$ cat src/rtl/serial_sub_4bit.sv
// serial_sub_4bit: bit-serial a - b with borrow out, LSB first, one bit
// per clock through a single full-subtractor cell and a borrow flop.
// Ports: clk, rst (sync, active-high), start, a, b -> busy, done, d, bo
// Optional: ovf (signed overflow) when SERIAL_SUB_OVF_EN is defined.
module serial_sub_4bit #(
  parameter int WIDTH = 4
) (
  input  logic             clk,
  input  logic             rst,
  input  logic             start,
  input  logic [WIDTH-1:0] a,
  input  logic [WIDTH-1:0] b,
  output logic             busy,
  output logic             done,
  output logic [WIDTH-1:0] d,
`ifdef SERIAL_SUB_OVF_EN
  output logic             bo,
  output logic             ovf
`else
  output logic             bo
`endif
);

  localparam int CW = (WIDTH > 2) ? $clog2(WIDTH) : 1;

  typedef enum logic [1:0] {
    S_IDLE,
    S_SHIFT,
    S_DONE
  } state_t;

  state_t           r_state;
  logic [WIDTH-1:0] r_sa;
  logic [WIDTH-1:0] r_sb;
  logic             r_br;
  logic [CW-1:0]    r_cnt;

  logic             w_x;
  logic             w_br_nxt;
  logic             w_last;
  logic [WIDTH-1:0] w_sa_nxt;

  // Full-subtractor cell
  assign w_x      = r_sa[0] ^ r_sb[0] ^ r_br;
  assign w_br_nxt = (~r_sa[0] & r_sb[0]) |
                    (~(r_sa[0] ^ r_sb[0]) & r_br);
  assign w_last   = (r_cnt == CW'(WIDTH - 1));

  // Difference bits enter the minuend register from the top as its
  // bits leave from the bottom; after WIDTH shifts it holds the result.
  assign w_sa_nxt = {w_x, r_sa[WIDTH-1:1]};

`ifdef SERIAL_SUB_OVF_EN
  logic r_a_msb;
  logic r_b_msb;
  logic w_ovf;

  // Signs differ and the result sign departs from the minuend's sign.
  assign w_ovf = (r_a_msb ^ r_b_msb) & (w_x ^ r_a_msb);
`endif

  always_ff @(posedge clk) begin
    if (rst) begin
      r_state <= S_IDLE;
      r_sa    <= '0;
      r_sb    <= '0;
      r_br    <= 1'b0;
      r_cnt   <= '0;
      busy    <= 1'b0;
      done    <= 1'b0;
      d       <= '0;
      bo      <= 1'b0;
`ifdef SERIAL_SUB_OVF_EN
      r_a_msb <= 1'b0;
      r_b_msb <= 1'b0;
      ovf     <= 1'b0;
`endif
    end else begin
      unique case (r_state)
        S_IDLE: begin
          done <= 1'b0;
          if (start) begin
            r_sa    <= a;
            r_sb    <= b;
            r_br    <= 1'b0;
            r_cnt   <= '0;
            busy    <= 1'b1;
            r_state <= S_SHIFT;
`ifdef SERIAL_SUB_OVF_EN
            r_a_msb <= a[WIDTH-1];
            r_b_msb <= b[WIDTH-1];
`endif
          end
        end
        S_SHIFT: begin
          r_sa  <= w_sa_nxt;
          r_sb  <= {1'b0, r_sb[WIDTH-1:1]};
          r_br  <= w_br_nxt;
          r_cnt <= r_cnt + 1'b1;
          if (w_last) begin
            // Result and borrow land on the outputs as DONE is entered.
            d       <= w_sa_nxt;
            bo      <= w_br_nxt;
            done    <= 1'b1;
            r_state <= S_DONE;
`ifdef SERIAL_SUB_OVF_EN
            ovf     <= w_ovf;
`endif
          end
        end
        S_DONE: begin
          done    <= 1'b0;
          busy    <= 1'b0;
          r_cnt   <= '0;
          r_br    <= 1'b0;
          r_state <= S_IDLE;
        end
        default: begin
          done    <= 1'b0;
          busy    <= 1'b0;
          r_state <= S_IDLE;
        end
      endcase
    end
  end

endmodule

$ cat config.mk
export PLATFORM = sky130hd
export DESIGN_NAME = serial_sub_4bit
export DESIGN_NICKNAME = d
export VERILOG_FILES = /design/src/rtl/serial_sub_4bit.sv
export SDC_FILE = /design/constraint.sdc
export NUM_CORES = 1
export LEC_CHECK = 0
export ABC_AREA = 1
export CORE_MARGIN = 3
export CORE_UTILIZATION = 30
export CTS_CLUSTER_SIZE = 25
export DETAILED_ROUTE_END_ITERATION = 16
export PLACE_DENSITY = 0.59
export SLEW_MARGIN = 10
export SYNTH_ARGS = -nofsm -noshare
export SYNTH_HDL_FRONTEND = slang
export SYNTH_SLANG_ARGS = --single-unit
$ cat constraint.sdc
create_clock -name clk -period 1.6 [get_ports clk]
set_input_delay 0.32 -clock clk [delete_from_list [all_inputs] [get_ports clk]]
set_output_delay 0.32 -clock clk [all_outputs]
set_load 0.01 [all_outputs]
# Yosys cells after proc, flatten, opt, wreduce, memory -nomap -nowiden

Index checks and enable logic that the tools add are counted.

Register bits after elaboration: 20
Bits of input ports: 11
Logic and storage cells: 45

$add $sub $neg: 1
Equal/unequal tests: 5
Multiplexer cells: 13
Bitwise operators: 8
Reductions and logical operators: 9

Operator list:

| operator                                            | number |
|---|---|
| one-hot mux 4 bit (2 select lines)                  | 2 |
| AND reduction 2 bit                                 | 5 |
| 2-to-1 mux 4 bit                                    | 2 |
| 2-to-1 mux 2 bit                                    | 3 |
| one-hot mux 2 bit (3 select lines)                  | 1 |
| equality test 2 bit, second input constant          | 2 |
| inequality test 2 bit, second input constant        | 2 |
| one-hot mux 2 bit (2 select lines)                  | 1 |
| inverter 1 bit                                      | 3 |
| one-hot mux 1 bit (3 select lines)                  | 1 |
| nonzero test 3 bit                                  | 1 |
| adder 2 x 1 -> 2 bit, second input constant         | 1 |
| AND 1 bit                                           | 2 |
| equality test 2 x 1 -> 1 bit, second input constant | 1 |
| zero test 2 bit                                     | 1 |
| 2-to-1 mux 1 bit                                    | 2 |
| one-hot mux 1 bit (2 select lines)                  | 1 |
| nonzero test 2 bit                                  | 1 |
| OR reduction 2 bit                                  | 1 |
| bitwise XOR 1 bit                                   | 2 |
| OR 1 bit                                            | 1 |

# Depth between registers and ports, before layout

Word-level depth: 5
Depth in mapped cells: 7

# Worst setup path after synthesis

OpenSTA, ideal clock, no wires.

Kind: flip-flop to flip-flop
From: register r_sb[0]
To: register r_sa[3]
Setup time: 0.064 ns
Arrival: 1.133 ns
Data required time: 1.536 ns
Setup slack: 0.403 ns
Cell stages (with the launch flop): 7
Clock period less this slack: 1.197 ns
Cell sequence: dfxtp_1 > inv_1 > fa_1 > inv_1 > o21ai_0 > nor2_1 > nor2_1

Word-level cells in the longest chain between the ends: 3

RTL lines:

| item                               | line | source |
|---|---|---|
| from (decl)                        | 34   | `logic [WIDTH-1:0] r_sb;` |
| from (signal assigned)             | 97   | `r_sb <= {1'b0, r_sb[WIDTH-1:1]};` |
| bitwise XOR 1 bit (2 in series)    | 44   | `assign w_x = r_sa[0] ^ r_sb[0] ^ r_br;` |
| net w_x                            | 38   | `logic w_x;` |
| one-hot mux 4 bit (2 select lines) | 79   | `unique case (r_state)` |
| to (signal assigned)               | 96   | `r_sa <= w_sa_nxt;` |
| to (decl)                          | 33   | `logic [WIDTH-1:0] r_sa;` |

The timed path passes the listed nets, and every way through them passes these cells.
A chain may end at the register's enable or synchronous reset.

# Worst setup path in the final report

From: register busy
To: output busy

RTL lines:

| item                   | line | source |
|---|---|---|
| from (decl)            | 13   | `output logic busy,` |
| from (signal assigned) | 69   | `busy <= 1'b0;` |
| from (signal assigned) | 87   | `busy <= 1'b1;` |
| from (signal assigned) | 113  | `busy <= 1'b0;` |

No word-level cell between the ends.

==> impl_metrics.py <==
metrics = {
    "run_status": {
        "status": "finished, final reports clean",
    },
    "floorplan": {
        "pin_count": 18,
        "die_area_mm2": 0.00357,
        "dieHeight_um": 59.7,
        "core_mm2": 0.00261,
        "row_count": 18,
        "start_util_pct": 33.1,
        "die-width_um": 59.7,
    },
    "critical_path": {
        "worst_setup_path_end_kind": "output pin",
        "crit_buf_inv": 1,
        "crit_required_ns": 1.28,
        "worst-endpoint-arrival_ns": 1.20,
        "crit_slowest_cell": "clkdlybuf4s50_1",
        "cp-start-kind": "flip-flop",
        "path_class": "reg -> out",
        "crit_chain": "clkdlybuf4s50_1",
        "cp_slowest_stage_delay_ns": 0.54,
        "crit_fanout": 2,
        "cp_top_family": "buffers and inverters",
    },
    "final_layout": {
        "nets": 158,
        "area_growth_pct": 29.5,
        "n_fill_cell": 278,
        "drive_above_1_share_pct": 7.64,
        "num_antenna_cells": 0,
    },
    "cts": {
        "htree_levels": 1,
        "cts_resized": 0,
        "cts_inserted_buffers": 3,
        "cts_setup_buffers": 0,
        "cts_tree": "built",
        "clock_latency_ns": 0.30,
        "clk_pin_slew_ns": 0.11,
        "clock-sinks": 20,
        "hold_buffers": 0,
        "clockRootBuffer": "clkbuf_4",
        "cts.path.max_buffers": 2,
    },
    "drt": {
        "drc": 0,
        "wl_per_cell_um": 10.6,
        "drt_wl_total_um": 1840,
        "dr_total_vias": 819,
        "viasPerCell": 4.71,
        "drt_iter0_drc": 16,
        "first_pass_iters": 5,
        "drt.antenna.violating_nets": 0,
    },
    "timing": {
        "max-slew-margin-rel_pct": 80.9,
        "finalCritPeriodShare_pct": 94.8,
        "worst_pin_slew_ns": 0.285,
        "period_needed_ns": 1.52,
        "finalSetupTns_ns": 0,
        "setup_viol": 0,
        "hold_viol_final": 0,
        "clock-skew-final_ns": 0.000751,
        "maxSlewViolCount": 0,
        "rsz0062_at_grt": "false",
        "worst_slack_ns": 0.0839,
        "max_freq_ghz": 0.660,
    },
    "logic_synthesis": {
        "syn-cell-area_um2": 866,
        "yosysWarningCount": 0,
        "synth_seq_area_share_pct": 46.2,
        "avgSynthCellArea_um2": 7.10,
        "ys_types": 17,
        "synth_mux_area_share_pct": 0,
        "netlist_instances": 122,
        "synth_top_family_by_area": "simple AND/OR/NAND/NOR gates",
        "synth_simple_gate_area_share_pct": 33.4,
        "synth_xor_area_share_pct": 0,
        "synth_fp_nets": 135,
        "synth_compound_area_share_pct": 7.51,
        "synthAdderAreaFrac_pct": 3.76,
        "synth-seq-cells": 20,
    },
    "place": {
        "place_hpwl_um": 1420,
        "port_buffers": 17,
        "place_ws_ns": 0.115,
        "gp_congestion": 0.831,
    },
    "pwr": {
        "power_uw": 964,
        "max-vdd-ir-drop_uv": 512,
        "p_leak_nw": 0.494,
        "power.density_mw_per_mm2": 860,
    },
    "worst_hold_path": {
        "worstHoldPathType": "reg -> reg",
    },
    "grt": {
        "grt_pass1_vias": 718,
        "grt_pass1_wl_um": 3020,
        "grt_usage_pct": 11.2,
        "grt_max_degree": 12,
        "gr-total-overflow": 0,
        "antenna_found_initial": 0,
    },
    "flow_run": {
        "max_cap_violations": 0,
    },
}
-- stage by stage --
step | cells | area (um^2) | utilization (%) | hold slack [ns]
2_1_floorplan | 122 | 866 | - | 0.389
3_3_place_gp | 170 | 1080 | 41.5 | 0.452
3_5_place_dp | 170 | 1080 | 41.5 | 0.456
4_1_cts | 174 | 1120 | 42.9 | 0.473
5_1_grt | 174 | 1120 | 42.9 | 0.490
6_report | 174 | 1120 | 42.9 | 0.467
-- cells in the final DEF (no fill, tap or decap), types with 2 or more instances in the layout --
cell type         n
nor2_1           18
clkdlybuf4s50_1  17
dfxtp_1          20
nand3_1          18
clkbuf_4          3
inv_1            16
a21oi_1           9
nor2_2            2
o21ai_0           3
buf_4             3
nand2_1          26
nor3_1            2
-- report_power, final --
part	leakage (nW)	switching [mW]	internal, mW
combinational	0.310	0.0698	0.0617
sequential	0.163	0.0164	0.520
clock	0.0210	0.157	0.139
total	0.494	0.243	0.721
-- sequential cells by signal, indices dropped and copies added (netlist names) --
| signal | cells |
|---|---|
| done | 1 |
| r_state | 2 |
| r_sa | 4 |
| d | 4 |
| bo | 1 |
| r_br | 1 |
| r_sb | 4 |
| r_cnt | 2 |
| busy | 1 |
-- synth_stat cells --
library cell | n | area share [%]
clkinv_1 | 1 | 0.43
nor2_1 | 18 | 7.8
nand3_1 | 18 | 10
a21oi_1 | 9 | 5.2
buf_4 | 1 | 0.87
nor3_1 | 2 | 1.2
nand2_4 | 1 | 1.3
ha_1 | 1 | 1.4
o21ai_0 | 3 | 1.7
dfxtp_1 | 20 | 46
inv_1 | 16 | 6.9
fa_1 | 1 | 2.3
o21ai_1 | 1 | 0.58
inv_2 | 1 | 0.43
nand2_1 | 26 | 11
nor2_2 | 2 | 1.4
clkbuf_1 | 1 | 0.43
-- path summary, 6_finish.rpt --
kind                 from      end  cells past startpoint  slack (ns)
setup reg to reg  r_sb[0]  r_sa[3]                      6        0.26
hold / removal       d[0]     d[0]                      2        0.47
hold reg to reg      d[0]     d[0]                      2        0.47
setup / recovery     busy     busy                      1        0.08
-- routing by layer --
layer / track usage [%] / part of all wire [%] / vias to the layer above
met3: 3.02 / 3.6 / 5
met2: 17.0 / 44 / 15
li1: - / - / 428
met5: 0 / 0 / -
met4: 6.65 / 2.5 / 0
met1: 14.1 / 49 / 371
-- cell families (layout without fill, tap and decap cells) --
kind of cell	after synthesis	in the layout
AO/OA/AOI/OAI	13	13
buffers and inverters	20	42
adder cells (fa/ha/maj)	2	2
flip-flops	20	20
AND/OR/NAND/NOR	67	67
-- final cells by class --
type | instances | area, um^2 | area share (%)
clock buffer | 4 | 36.3 | 3.24
inverter | 18 | 67.6 | 6.03
multi-input combinational | 82 | 387 | 34.5
sequential | 20 | 400 | 35.7
tap | 30 | 37.5 | 3.35
timing repair buffer | 20 | 193 | 17.2
Power figures use the tool's default switching activity.
